[src/rtl/movement_sequencer.sv]
// -----------------------------------------------------------------------------
// movement_sequencer
//
// Purpose:
//   Steps the dog toy through a fixed movement routine
//   (FORWARD, TURN_LEFT, FORWARD, TURN_RIGHT, SIT, then back to FORWARD).
//   Each step is held for DWELL cycles. While moving forward, a synchronised
//   obstacle input triggers an avoidance manoeuvre: BACKWARD for BACK_TIME
//   cycles, then TURN_RIGHT for DWELL cycles, then a full FORWARD step at the
//   same routine position.
//
// Parameters:
//   DWELL      cycles each routine step (and the avoidance turn) is held, >= 2
//   BACK_TIME  cycles BACKWARD is held during avoidance, >= 2
//   CNT_W      dwell counter width, 2**CNT_W > max(DWELL, BACK_TIME)
//
// Ports:
//   clk        system clock, rising edge
//   reset      asynchronous, active-high
//   start      synchronous pulse, begins the routine from IDLE
//   stop       synchronous pulse, returns to IDLE from any state (wins over start)
//   obstacle   asynchronous level from the front sensor, high = obstacle
//   bit0..2    movement code {bit0,bit1,bit2}, bit0 is the MSB
//   running    high in every state except IDLE
//   step_done  one-cycle pulse, high in the first cycle after each dwell expiry
//
// Movement codes {bit0,bit1,bit2}:
//   IDLE 000, FORWARD 001, BACKWARD 010, TURN_LEFT 011, TURN_RIGHT 100, SIT 101
//
// The state register is exposed to checkers through the signal 'state'
// (type state_t); the routine position is 'idx' and the dwell count is 'cnt'.
// -----------------------------------------------------------------------------
module movement_sequencer #(
    parameter int DWELL     = 50_000_000,
    parameter int BACK_TIME = 25_000_000,
    parameter int CNT_W     = 26
) (
    input  logic clk,
    input  logic reset,
    input  logic start,
    input  logic stop,
    input  logic obstacle,
    output logic bit0,
    output logic bit1,
    output logic bit2,
    output logic running,
    output logic step_done
);

    // S_AVOID_RIGHT shows the same code as S_TURN_RIGHT but returns to
    // FORWARD at the saved routine index instead of advancing the routine.
    typedef enum logic [2:0] {
        S_IDLE        = 3'd0,
        S_FORWARD     = 3'd1,
        S_BACKWARD    = 3'd2,
        S_TURN_LEFT   = 3'd3,
        S_TURN_RIGHT  = 3'd4,
        S_SIT         = 3'd5,
        S_AVOID_RIGHT = 3'd6
    } state_t;

    localparam logic [CNT_W-1:0] DWELL_LAST = CNT_W'(DWELL - 1);
    localparam logic [CNT_W-1:0] BACK_LAST  = CNT_W'(BACK_TIME - 1);
    localparam logic [2:0]       IDX_LAST   = 3'd4;

    state_t           state;
    state_t           state_n;
    logic [CNT_W-1:0] cnt;
    logic [CNT_W-1:0] cnt_n;
    logic [2:0]       idx;
    logic [2:0]       idx_n;
    logic             step_n;
    logic             obs_meta;
    logic             obs_s;
    logic [2:0]       code;

    // Routine position to movement state.
    function automatic state_t routine_state(input logic [2:0] i);
        state_t s;
        case (i)
            3'd0:    s = S_FORWARD;
            3'd1:    s = S_TURN_LEFT;
            3'd2:    s = S_FORWARD;
            3'd3:    s = S_TURN_RIGHT;
            3'd4:    s = S_SIT;
            default: s = S_FORWARD;
        endcase
        return s;
    endfunction

    // Two-flop synchroniser for the asynchronous sensor level.
    always_ff @(posedge clk or posedge reset) begin
        if (reset) begin
            obs_meta <= 1'b0;
            obs_s    <= 1'b0;
        end else begin
            obs_meta <= obstacle;
            obs_s    <= obs_meta;
        end
    end

    // State, counter, index and step_done registers.
    always_ff @(posedge clk or posedge reset) begin
        if (reset) begin
            state     <= S_IDLE;
            cnt       <= '0;
            idx       <= '0;
            step_done <= 1'b0;
        end else begin
            state     <= state_n;
            cnt       <= cnt_n;
            idx       <= idx_n;
            step_done <= step_n;
        end
    end

    // Next-state logic. Every branch either clears the counter on a state
    // change or increments it, and the increment only happens below the
    // terminal count, so the counter can never wrap.
    always_comb begin
        state_n = state;
        cnt_n   = cnt;
        idx_n   = idx;
        step_n  = 1'b0;

        if (state == S_IDLE) begin
            cnt_n = '0;
            idx_n = '0;
            if (start && !stop) begin
                state_n = S_FORWARD;
            end
        end else if (stop) begin
            state_n = S_IDLE;
            cnt_n   = '0;
            idx_n   = '0;
        end else begin
            case (state)
                S_FORWARD: begin
                    // Obstacle beats a dwell expiry in the same cycle.
                    if (obs_s) begin
                        state_n = S_BACKWARD;
                        cnt_n   = '0;
                    end else if (cnt == DWELL_LAST) begin
                        idx_n   = (idx == IDX_LAST) ? 3'd0 : idx + 3'd1;
                        state_n = routine_state(idx_n);
                        cnt_n   = '0;
                        step_n  = 1'b1;
                    end else begin
                        cnt_n = cnt + 1'b1;
                    end
                end

                S_TURN_LEFT, S_TURN_RIGHT, S_SIT: begin
                    if (cnt == DWELL_LAST) begin
                        idx_n   = (idx == IDX_LAST) ? 3'd0 : idx + 3'd1;
                        state_n = routine_state(idx_n);
                        cnt_n   = '0;
                        step_n  = 1'b1;
                    end else begin
                        cnt_n = cnt + 1'b1;
                    end
                end

                S_BACKWARD: begin
                    if (cnt == BACK_LAST) begin
                        state_n = S_AVOID_RIGHT;
                        cnt_n   = '0;
                        step_n  = 1'b1;
                    end else begin
                        cnt_n = cnt + 1'b1;
                    end
                end

                S_AVOID_RIGHT: begin
                    // Index was kept during avoidance, so this FORWARD step
                    // is the same routine position and runs in full.
                    if (cnt == DWELL_LAST) begin
                        state_n = S_FORWARD;
                        cnt_n   = '0;
                        step_n  = 1'b1;
                    end else begin
                        cnt_n = cnt + 1'b1;
                    end
                end

                default: begin
                    state_n = S_IDLE;
                    cnt_n   = '0;
                    idx_n   = '0;
                end
            endcase
        end
    end

    // Output decode straight from the state register: no path from the
    // inputs, so the code only changes on a clock edge or on reset.
    always_comb begin
        code = 3'b000;
        case (state)
            S_IDLE:        code = 3'b000;
            S_FORWARD:     code = 3'b001;
            S_BACKWARD:    code = 3'b010;
            S_TURN_LEFT:   code = 3'b011;
            S_TURN_RIGHT:  code = 3'b100;
            S_AVOID_RIGHT: code = 3'b100;
            S_SIT:         code = 3'b101;
            default:       code = 3'b000;
        endcase
    end

    assign bit0    = code[2];
    assign bit1    = code[1];
    assign bit2    = code[0];
    assign running = (state != S_IDLE);

endmodule

[config.mk]
export PLATFORM = sky130hd
export DESIGN_NAME = movement_sequencer
export DESIGN_NICKNAME = d
export VERILOG_FILES = /design/src/rtl/movement_sequencer.sv
export SDC_FILE = /design/constraint.sdc
export NUM_CORES = 1
export LEC_CHECK = 0
export BUFFER_PORTS_ARGS = -buffer_cell sky130_fd_sc_hd__buf_2
export CAP_MARGIN = 20
export CELL_PAD_IN_SITES_DETAIL_PLACEMENT = 2
export CELL_PAD_IN_SITES_GLOBAL_PLACEMENT = 2
export CORE_MARGIN = 10
export CORE_UTILIZATION = 42
export CTS_CLUSTER_DIAMETER = 150
export DETAILED_ROUTE_END_ITERATION = 10
export HOLD_SLACK_MARGIN = 0.03
export PLACE_DENSITY_LB_ADDON = 0.1
export RECOVER_POWER = 100
export SLEW_MARGIN = 10
export SYNTH_ARGS = -nofsm -noshare
export SYNTH_HDL_FRONTEND = slang
export SYNTH_SLANG_ARGS = --single-unit
export TNS_END_PERCENT = 50
[constraint.sdc]
create_clock -name clk -period 5.6 [get_ports clk]
set_input_delay 0.84 -clock clk [delete_from_list [all_inputs] [get_ports clk]]
set_output_delay 0.84 -clock clk [all_outputs]
set_load 0.005 [all_outputs]
# After elaboration in Yosys (flattened, before gate mapping)
# Cells that the tools add are included.
word_totals:
  ff_bits: 35
  in_bits: 5
  out_inout_bits: 5
  word_cells: 63
classes:
  addsub: 2
  n_eq_ne: 17
  muxes: 28
  reduce_logical: 10
ops:
  columns: ["operator", "count"]
  rows:
  - ["26-bit 2-to-1 mux", 5]
  - ["26-bit one-hot mux with 3 select lines", 1]
  - ["3-bit 2-to-1 mux", 12]
  - ["26-bit by 1-bit adder with 26-bit output (second input constant)", 1]
  - ["26-bit by 25-bit equality test with 1-bit output (second input constant)", 1]
  - ["26-bit equality test (second input constant)", 1]
  - ["3-bit one-hot mux with 3 select lines", 2]
  - ["3-bit equality test (second input constant)", 5]
  - ["3-bit one-hot mux with 5 select lines", 1]
  - ["4-bit != test (second input constant)", 3]
  - ["3-bit one-hot mux with 4 select lines", 1]
  - ["3-bit by 2-bit equality test with 1-bit output (second input constant)", 3]
  - ["3-bit by 1-bit equality test with 1-bit output (second input constant)", 2]
  - ["1-bit 2-to-1 mux", 5]
  - ["2-bit OR reduction", 2]
  - ["4-bit OR reduction", 1]
  - ["3-bit by 1-bit adder with 3-bit output (second input constant)", 1]
  - ["3-bit logical NOT", 1]
  - ["3-bit by 1-bit != test with 1-bit output (second input constant)", 1]
  - ["1-bit one-hot mux with 3 select lines", 1]
  - ["3-bit AND reduction", 1]
  - ["3-bit nonzero test", 1]
  - ["3-bit OR reduction", 1]
  - ["2-bit by 1-bit != test with 1-bit output (second input constant)", 1]
  - ["other kinds (3)", 3]

# Longest topological paths before layout
# Gate-level depths: netlist of run 1.
logic_depth:
  word_depth: 9
  mapped_depth: 7
  mapped_depth_nobuf: 7

# Least setup slack after synthesis of run 1
# OpenSTA, ideal clock, no wires.
synth_timing:
  path_kind: "flip-flop to flip-flop"
  from: "reg cnt[7]"
  to: "reg cnt[10]"
  setup_time_ns: 0.136
  arrival_time_ns: 1.861
  t_required_ns: 5.464
  slack_ns: 3.603
  path_stages_with_launch: 7
  n_path_buf: 1
  synth_period_minus_slack_ns: 1.997
  path_cell_list: "dfrtp_1 -> or3_4 -> nand4bb_1 -> or3_4 -> a22oi_4 -> buf_4 -> nor3_1"
synth_between:
  elab_chain_len: 6
  word_cells_on_any_way: 9
  cone_classes: "1 x add/sub; 2 x eq/ne; 6 x mux"
synth_lines:
  columns: ["item", "line_no", "source"]
  rows:
  - ["start: declaration", "68", "logic [CNT_W-1:0] cnt;"]
  - ["start signal: assignment", "111", "cnt <= cnt_n;"]
  - ["26-bit by 1-bit adder with 26-bit output or 26-bit equality test (tied branches)", null, null]
  - ["26-bit 2-to-1 mux", "143, 154, 177", null]
  - ["26-bit 2-to-1 mux", "140", "if (obs_s) begin"]
  - ["26-bit one-hot mux with 3 select lines (*)", "137", "case (state)"]
  - ["26-bit 2-to-1 mux (*)", "132", "end else if (stop) begin"]
  - ["26-bit 2-to-1 mux (*)", "126", "if (state == S_IDLE) begin"]
  - ["named net cnt_n[10]", "69", "logic [CNT_W-1:0] cnt_n;"]
# The timed path passes the listed nets; every way through them passes the cells marked *.
# A chain may end at the register's enable or synchronous reset.

# Final worst setup path of run 1
layout_timing:
  from: "reg cnt[7]"
  to: "reg cnt[19]"
# Same word-level chain as after synthesis.

==> impl_metrics.env, run 1 <==
export IMPL_status="finished with violations"
export IMPL_violations="capacitance limit, slew limit"
export IMPL_layout_min_cycle_time_ns=3.39
export IMPL_max_cap_violations=2
export IMPL_drc_errors=0
export IMPL_finish_instance_area_um2=2330
export IMPL_synth_edff_count=0
export IMPL_slew_headroom=-0.289
export IMPL_worstPathArrival_ns=3.51
export IMPL_area_growth_pct=6.04
export IMPL_postSynthCellCount=231
export IMPL_skew_ns=0.00871
export IMPL_start_util=0.432
export IMPL_layout_commonest_cell="dfrtp_1"
export IMPL_max_freq_ghz=0.295
export IMPL_antenna_cells=0
export IMPL_finalHoldWorstSlack_ns=0.382
export IMPL_post_synth_cell_area_avg_um2=9.50
export IMPL_synth_area_um2=2190
export IMPL_cts_sink_count=35
export IMPL_grt_pass1_vias=2015
export IMPL_cts_tree="built"
export IMPL_critPathKind="reg2reg"
export IMPL_synth_top_area_cell="dfrtp_1"
export IMPL_row_count=26
export IMPL_port_buffer_count=9
export IMPL_h_tree_depth=2
export IMPL_clock_path_buffers=2
export IMPL_wirelength_mm=5.92
export IMPL_drive_above_1_share=0.109
export IMPL_post_drt_wl_per_cell_um=19.2
export IMPL_r2r_cells=5
export IMPL_grtUsageTotal=0.149
export IMPL_die_h_um=92.3
export IMPL_grt_antenna_before_repair=0
export IMPL_drt_iter0_drc=63
export IMPL_viasPerCell=5.68
export IMPL_worst_slew_pin_slew_ns=1.93
export IMPL_numPlacedInstances=301
export IMPL_grt_pass1_wl_mm=10.5
export IMPL_hold_violations=0
export IMPL_placed_area_um2=2250
export IMPL_critPathMaxFanout=25
export IMPL_gp_congestion=0.931
export IMPL_end_kind="flop"
export IMPL_synth_seq_cells=35
export IMPL_ir_drop_mv=0.117
export IMPL_setup_viol=0
export IMPL_vias=1755
export IMPL_fin_cells=309
export IMPL_startpoint_type="flop"
export IMPL_ys_flop_type="dfrtp_1"
export IMPL_cts_made_buffers=5
export IMPL_core_um2=5070
export IMPL_yosysSeqAreaShare=0.399
export IMPL_holdBufCountCts=0
export IMPL_path_clk_slew_ns=0.08
export IMPL_p_total_uw=715
export IMPL_die_w_um=92.3
export IMPL_synth_warnings=0
export IMPL_min_path_cells=0
export IMPL_die_area_um2=8520
export IMPL_root_buffer="clkbuf_8"
export IMPL_synth_top_cell_area_share=0.399
export IMPL_critPathRequiredTime_ns=5.72
export IMPL_finalSetupTns_ns=0
export IMPL_grt_max_degree=36
export IMPL_hpwl_mm=4.27
export IMPL_drv_slew=36
export IMPL_final_nets=246
export IMPL_p_leak_nw=0.858
export IMPL_powerDensity_nw_per_um2=307
export IMPL_post_cts_resized=0
export IMPL_rsz0062_at_grt="no"
export IMPL_firstDrtPassIters=4
export IMPL_synth_async_reset_ratio=1.00
export IMPL_fin_crit_sh=0.606
export IMPL_hp_class="reg2reg"
export IMPL_syn_nets=239
export IMPL_synth_area_leaders="dfrtp_1 (40%), nor3_1 (6.2%), xnor2_1 (5.6%)"
export IMPL_yosysUniqueCellTypes=52
export IMPL_insertion_delay_ns=0.29
export IMPL_ios=10
export IMPL_overflow=0
export IMPL_antenna_left=0
export IMPL_layout_common_cells="dfrtp_1 (35), nor3_1 (27), nand2_1 (16), xnor2_1 (14), inv_1 (13)"
export IMPL_cts_setup_buffers=0
-- stage by stage --
step                 util  setup WS [ns]
CTS                 0.466           3.07
detailed placement  0.443           3.07
floorplan               -           3.60
global route        0.459           1.95
global placement    0.443           3.19
finish              0.459           2.21
-- layer usage --
metal | GRT usage | wire length [um] | vias up
met4 | 0.0514 | 105 | 0
met1 | 0.171 | 2670 | 872
met5 | 0 | 0 | -
met3 | 0.0318 | 156 | 9
li1 | - | - | 852
met2 | 0.266 | 2990 | 22
-- cells by family after synthesis --
group | Yosys count | share of synthesized area
and+or+nand+nor | 113 | 0.314
DFF | 35 | 0.399
AOI/OAI and AO/OA | 32 | 0.108
xor gates and xnor gates | 24 | 0.0958
buffers and inverters | 23 | 0.0616
adders and majority gates | 3 | 0.0171
muxes | 1 | 0.00456
-- power breakdown --
part	switching (mW)	internal, mW
clock network	0.0959	0.144
registers	0.0295	0.262
logic	0.134	0.0501
total	0.259	0.456
-- state kept, by name, indices dropped and copies added (netlist names) --
register,count
step_done,1
state,3
idx,3
cnt,26
obs_meta,1
obs_s,1
-- worst max-delay path: stages (launching register included) --
cell,delay (ns)
dfrtp_1,0.45
or3_2,0.50
nor4_1,1.22
nand2_2,0.24
a22oi_4,0.67
nor3_1,0.14
-- synth_stat cells, drive strengths merged (3+ instances only) --
library cell / number
nand4bb: 3
and2: 3
a211oi: 3
a31oi: 6
nand4: 7
nor3b: 5
clkbuf: 7
o21ai: 3
xor2: 10
dfrtp: 35
xnor2: 14
ha: 3
nand3: 9
nor3: 27
nor4: 6
buf: 3
nand2b: 5
inv: 13
nand2: 17
or3: 3
and4: 5
a21oi: 9
nor2: 10
-- path summary, 6_finish.rpt --
kind / from / end / slack (ns)
worst min-delay path: obs_meta$_DFF_PP0_ / obs_s$_DFF_PP0_ / 0.38
max in group asynchronous: reset / cnt[20]$_DFF_PP0_ / 3.25
min in group asynchronous: reset / cnt[19]$_DFF_PP0_ / 1.23
worst max register to register: cnt[7]$_DFF_PP0_ / cnt[19]$_DFF_PP0_ / 2.21
worst max-delay path: cnt[7]$_DFF_PP0_ / cnt[19]$_DFF_PP0_ / 2.21
worst min register to register: obs_meta$_DFF_PP0_ / obs_s$_DFF_PP0_ / 0.38
-- cell type report --
cell class / count / area (um2)
clock buffer: 6 / 82.6
timing repair buffer: 10 / 42.5
fill: 573 / 2750
tap: 70 / 87.6
clock inverter: 2 / 35.0
multi-input combinational: 173 / 1150
inverter: 13 / 48.8
sequential: 35 / 876
Note: power is estimated with default switching activity, not from simulation.
==> run 2: changes to the inputs <==
--- a/config.mk
+++ b/config.mk
@@ -10,7 +10,7 @@
 export CELL_PAD_IN_SITES_DETAIL_PLACEMENT = 2
 export CELL_PAD_IN_SITES_GLOBAL_PLACEMENT = 2
 export CORE_MARGIN = 10
-export CORE_UTILIZATION = 42
+export CORE_UTILIZATION = 39
 export CTS_CLUSTER_DIAMETER = 150
 export DETAILED_ROUTE_END_ITERATION = 10
 export HOLD_SLACK_MARGIN = 0.03
==> constraint.sdc (replaced) <==
create_clock -name clk -period 3.3 [get_ports clk]
set_input_delay 0.495 -clock clk [delete_from_list [all_inputs] [get_ports clk]]
set_output_delay 0.495 -clock clk [all_outputs]
set_load 0.005 [all_outputs]
==> run 2 against run 1 <==
Effect of this change: the flow still finishes with violations (capacitance limit, slew limit); sequential cell count did not move; non-clock buffer count did not move; first-iteration DRC count fell by 52%; die area rose by 6.0%; combinational power rose by 73%; global-route usage barely moved; design area rose by 1.0%; clock power rose by 97%.
==> impl_metrics.env, run 2 (synthesis gave the netlist of run 1 again) <==
export IMPL_r2r_setup_slack_ns=0.62
export IMPL_root_buffer="clkbuf_8"
export IMPL_r2r_cells=5
export IMPL_firstDrtPassIters=4
export IMPL_wirelength_mm=6.18
export IMPL_row_count=27
export IMPL_rsz0062_at_grt="no"
export IMPL_grt_max_degree=36
export IMPL_final_nets=246
export IMPL_overflow=0
export IMPL_finalSetupTns_ns=0
export IMPL_drt_iter0_drc=30
export IMPL_min_from="obstacle"
export IMPL_viasPerCell=5.85
export IMPL_post_cts_resized=0
export IMPL_hp_class="in2reg"
export IMPL_worstReg2RegEnd="cnt[21]$_DFF_PP0_"
export IMPL_start_util=0.401
export IMPL_p_leak_nw=0.861
export IMPL_gp_congestion=0.831
export IMPL_crit_chain="or3_1 > nor4_4 > nand2_1 > a22oi_4 > nor3_1"
export IMPL_min_path_cells=1
export IMPL_drc_errors=0
export IMPL_intPower_uw=830
export IMPL_cts_sink_count=35
export IMPL_antenna_cells=0
export IMPL_end_kind="flop"
export IMPL_largest_reg_flops=26
export IMPL_fillers=613
export IMPL_path_clk_slew_ns=0.08
export IMPL_holdBufCountCts=0
export IMPL_startpoint_type="flop"
export IMPL_hold_end="obs_meta$_DFF_PP0_"
export IMPL_drive_above_1_share=0.100
export IMPL_power_frac_clock=0.366
export IMPL_core_um2=5470
export IMPL_post_drt_wl_per_cell_um=19.9
export IMPL_setup_viol=0
export IMPL_die_area_um2=9030
export IMPL_drv_slew=36
export IMPL_cpMaxStageDelayCell="a22oi_4"
export IMPL_powerDensity_nw_per_um2=547
export IMPL_multi_input_area_um2=1160
export IMPL_die_h_um=95.0
export IMPL_top_regs="cnt x26, idx x3, state x3"
export IMPL_fin_crit_sh=0.812
export IMPL_area_growth_pct=7.13
export IMPL_max_cap_violations=1
export IMPL_skew_ns=0.00951
export IMPL_critPathKind="reg2reg"
export IMPL_register_area_um2=876
export IMPL_grt_pass1_wl_mm=10.7
export IMPL_power_switching_uw=457
export IMPL_pwr_share_comb=0.248
export IMPL_status="finished with violations"
export IMPL_ir_drop_mv=0.238
export IMPL_power_frac_seq=0.385
export IMPL_grt_pass1_vias=2025
export IMPL_worstPathArrival_ns=2.80
export IMPL_critPathMaxFanout=25
export IMPL_layout_min_cycle_time_ns=2.68
export IMPL_cts_setup_buffers=0
export IMPL_cp_top_family="simple AND/OR/NAND/NOR gates"
export IMPL_port_buffer_count=9
export IMPL_hold_violations=0
export IMPL_grt_antenna_before_repair=0
export IMPL_layout_commonest_cell="dfrtp_1"
export IMPL_switching_share=0.355
export IMPL_die_w_um=95.0
export IMPL_critPathMaxStageDelay_ns=0.66
export IMPL_reg2reg_from="cnt[7]$_DFF_PP0_"
export IMPL_cts_tree="built"
export IMPL_insertion_delay_ns=0.30
export IMPL_final_util=0.430
export IMPL_vias=1818
export IMPL_clock_path_buffers=2
export IMPL_antenna_left=0
export IMPL_grtUsageTotal=0.149
export IMPL_max_freq_ghz=0.373
export IMPL_layout_common_cells="dfrtp_1 (35), nor3_1 (27), nand2_1 (17), xnor2_1 (14), inv_1 (13)"
export IMPL_cts_made_buffers=5
export IMPL_h_tree_depth=2
export IMPL_ios=10
export IMPL_max_flop_register="cnt"
export IMPL_critPathRequiredTime_ns=3.42
export IMPL_hpwl_mm=4.30
export IMPL_violations="capacitance limit, slew limit"
export IMPL_worst_slew_pin_slew_ns=2.06
export IMPL_path_buf_inv=0
export IMPL_slew_headroom=-0.372
-- run 2: stage by stage --
stage	instances	worst slack, ns	total power, mW	cell area (um2)	hold slack, ns
floorplan	231	1.30	0.774	2190	0.331
global placement	303	0.918	0.822	2250	0.332
detailed placement	303	0.776	0.840	2250	0.336
CTS	311	0.755	1.32	2390	0.285
global route	311	0.422	1.36	2350	0.295
finish	311	0.621	1.29	2350	0.296
-- run 2: layer usage --
layer | share of wire | vias to the layer above | track usage
met5 | 0 | - | 0
met4 | 0.020 | 0 | 0.0636
met3 | 0.027 | 11 | 0.0353
met2 | 0.52 | 18 | 0.256
met1 | 0.43 | 936 | 0.173
li1 | - | 853 | -
-- run 2: layout make-up --
cell class	instances	area share
multi-input combinational	173	0.492
sequential	35	0.373
tap	72	0.0383
clock buffer	5	0.0293
clock inverter	3	0.0287
inverter	13	0.0208
timing repair buffer	10	0.0181
-- run 2: worst max-delay path by stage --
stage,from,to,slack (ns),cells after the start
after floorplan,cnt[7]$_DFF_PP0_,cnt[10]$_DFF_PP0_,1.30,6
final,cnt[7]$_DFF_PP0_,cnt[21]$_DFF_PP0_,0.62,5
after detailed placement,cnt[7]$_DFF_PP0_,cnt[5]$_DFF_PP0_,0.78,5
after global placement,cnt[7]$_DFF_PP0_,cnt[1]$_DFF_PP0_,0.92,5
after global routing,cnt[7]$_DFF_PP0_,cnt[4]$_DFF_PP0_,0.42,5
after CTS,cnt[7]$_DFF_PP0_,cnt[5]$_DFF_PP0_,0.75,5
-- run 2: power by group through the flow --
| stage | logic [mW] | clock network [mW] | registers, mW |
|---|---|---|---|
| finish | 0.319 | 0.472 | 0.496 |
| global route | 0.359 | 0.498 | 0.502 |
| CTS | 0.341 | 0.487 | 0.495 |
| detailed placement | 0.338 | 0 | 0.502 |
| global placement | 0.321 | 0 | 0.501 |
| floorplan | 0.308 | 0 | 0.466 |
-- run 2: worst register-to-register path, stage by stage, from the launching register on --
cell and delay, ns:
dfrtp_1 0.44, or3_1 0.45, nor4_4 0.52, nand2_1 0.28, a22oi_4 0.66, nor3_1 0.14
==> run 3: changes to the inputs <==
==> constraint.sdc (replaced) <==
create_clock -name clk -period 2.75 [get_ports clk]
set_input_delay 0.4125 -clock clk [delete_from_list [all_inputs] [get_ports clk]]
set_output_delay 0.4125 -clock clk [all_outputs]
set_load 0.005 [all_outputs]
==> run 3 against run 2 <==
Effect of this change: the flow still finishes with violations (capacitance limit, slew limit); combinational power rose by 22%; worst hold slack got worse by 0.073 ns; register-to-register slack got worse by 0.31 ns; sequential power rose by 20%; clock power fell by 1%; critical endpoint is now cnt[23]$_DFF_PP0_; maximum frequency rose by 9.9%; first-iteration DRC count rose by 17%; utilization barely moved; wire length fell by 6.0%; die area did not move; clock skew rose by 0.0024 ns.
==> impl_metrics.env, run 3 (synthesis gave the netlist of run 1 again) <==
export IMPL_layout_commonest_cell="dfrtp_1"
export IMPL_core_um2=5470
export IMPL_top_regs="cnt x26, idx x3, state x3"
export IMPL_grt_pass1_vias=2013
export IMPL_root_buffer="clkbuf_8"
export IMPL_max_cap_violations=1
export IMPL_grt_antenna_before_repair=0
export IMPL_die_h_um=95.0
export IMPL_drc_errors=0
export IMPL_critPathRequiredTime_ns=2.87
export IMPL_grt_max_degree=36
export IMPL_path_clk_slew_ns=0.08
export IMPL_critPathKind="reg2reg"
export IMPL_overflow=0
export IMPL_layout_common_cells="dfrtp_1 (35), nor3_1 (27), nand2_1 (16), xnor2_1 (14), inv_1 (13)"
export IMPL_die_area_um2=9030
export IMPL_vias=1779
export IMPL_finish_instance_area_um2=2350
export IMPL_viasPerCell=5.70
export IMPL_cts_tree="built"
export IMPL_final_nets=247
export IMPL_cts_setup_buffers=0
export IMPL_h_tree_depth=2
export IMPL_antenna_cells=0
export IMPL_skew_ns=0.0119
export IMPL_port_buffer_count=9
export IMPL_post_cts_resized=0
export IMPL_critPathMaxFanout=25
export IMPL_max_flop_register="cnt"
export IMPL_slew_headroom=-0.324
export IMPL_drt_iter0_drc=35
export IMPL_wirelength_mm=5.81
export IMPL_die_w_um=95.0
export IMPL_post_drt_wl_per_cell_um=18.6
export IMPL_drive_above_1_share=0.117
export IMPL_holdBufCountCts=0
export IMPL_placed_area_um2=2260
export IMPL_firstDrtPassIters=4
export IMPL_hold_violations=0
export IMPL_hp_class="in2reg"
export IMPL_finalSetupTns_ns=0
export IMPL_cts_sink_count=35
export IMPL_worstPathArrival_ns=2.56
export IMPL_ios=10
export IMPL_drv_slew=36
export IMPL_hpwl_mm=4.22
export IMPL_worst_slew_pin_slew_ns=1.99
export IMPL_max_freq_ghz=0.410
export IMPL_startpoint_type="flop"
export IMPL_fin_crit_sh=0.886
export IMPL_antenna_left=0
export IMPL_start_util=0.401
export IMPL_setup_viol=0
export IMPL_grt_pass1_wl_mm=10.1
export IMPL_p_total_mw=1.45
export IMPL_p_leak_nw=0.859
export IMPL_ir_drop_mv=0.257
export IMPL_rsz0062_at_grt="no"
export IMPL_gp_congestion=0.828
export IMPL_clock_path_buffers=2
export IMPL_powerDensity_nw_per_um2=616
export IMPL_status="finished with violations"
export IMPL_end_kind="flop"
export IMPL_cts_made_buffers=5
export IMPL_layout_min_cycle_time_ns=2.44
export IMPL_violations="capacitance limit, slew limit"
export IMPL_insertion_delay_ns=0.29
export IMPL_final_util=0.429
export IMPL_grtUsageTotal=0.141
export IMPL_largest_reg_flops=26
export IMPL_row_count=27
export IMPL_area_growth_pct=7.01
-- run 3: per-layer routing --
layer / GRT usage / vias to the layer above / part of all wire
met1: 0.166 / 892 / 0.44
met2: 0.243 / 24 / 0.51
li1: - / 851 / -
met3: 0.0330 / 12 / 0.027
met4: 0.0549 / 0 / 0.023
met5: 0 / - / 0
-- run 3: power by group --
part	switching, mW	internal, mW
registers	0.0595	0.534
clock network	0.196	0.270
logic	0.276	0.113
total	0.531	0.917
-- run 3: worst paths after layout --
kind / cells past startpoint / endpoint / from / slack, ns
worst max register to register: 6 / cnt[23]$_DFF_PP0_ / cnt[7]$_DFF_PP0_ / 0.31
worst min register to register: 0 / obs_s$_DFF_PP0_ / obs_meta$_DFF_PP0_ / 0.36
worst min-delay path: 1 / obs_meta$_DFF_PP0_ / obstacle / 0.22
max in group asynchronous: 3 / cnt[25]$_DFF_PP0_ / reset / 0.78
min in group asynchronous: 3 / idx[0]$_DFFE_PP0P_ / reset / 0.83
worst max-delay path: 6 / cnt[23]$_DFF_PP0_ / cnt[7]$_DFF_PP0_ / 0.31
-- run 3: layout make-up --
cell class | count | area (um2)
Fill cell | 631 | 3120
Multi-Input combinational cell | 173 | 1170
Sequential cell | 35 | 876
Tap cell | 72 | 90.1
Clock buffer | 5 | 68.8
Timing Repair Buffer | 11 | 50.0
Inverter | 13 | 48.8
Clock inverter | 3 | 43.8
-- run 3: metrics by stage --
stage	setup slack [ns]	cells	hold slack, ns
floorplan	0.753	231	0.331
global placement	0.541	304	0.332
detailed placement	0.400	304	0.347
CTS	0.388	312	0.217
global route	0.116	312	0.214
finish	0.313	312	0.223
-- run 3: critical path, stage by stage (launching register included) --
cell and delay [ns]:
dfrtp_1 0.45, or3_4 0.43, nor4_4 0.55, nand2_2 0.20, a22oi_4 0.19, clkbuf_4 0.35
nor3_1 0.10
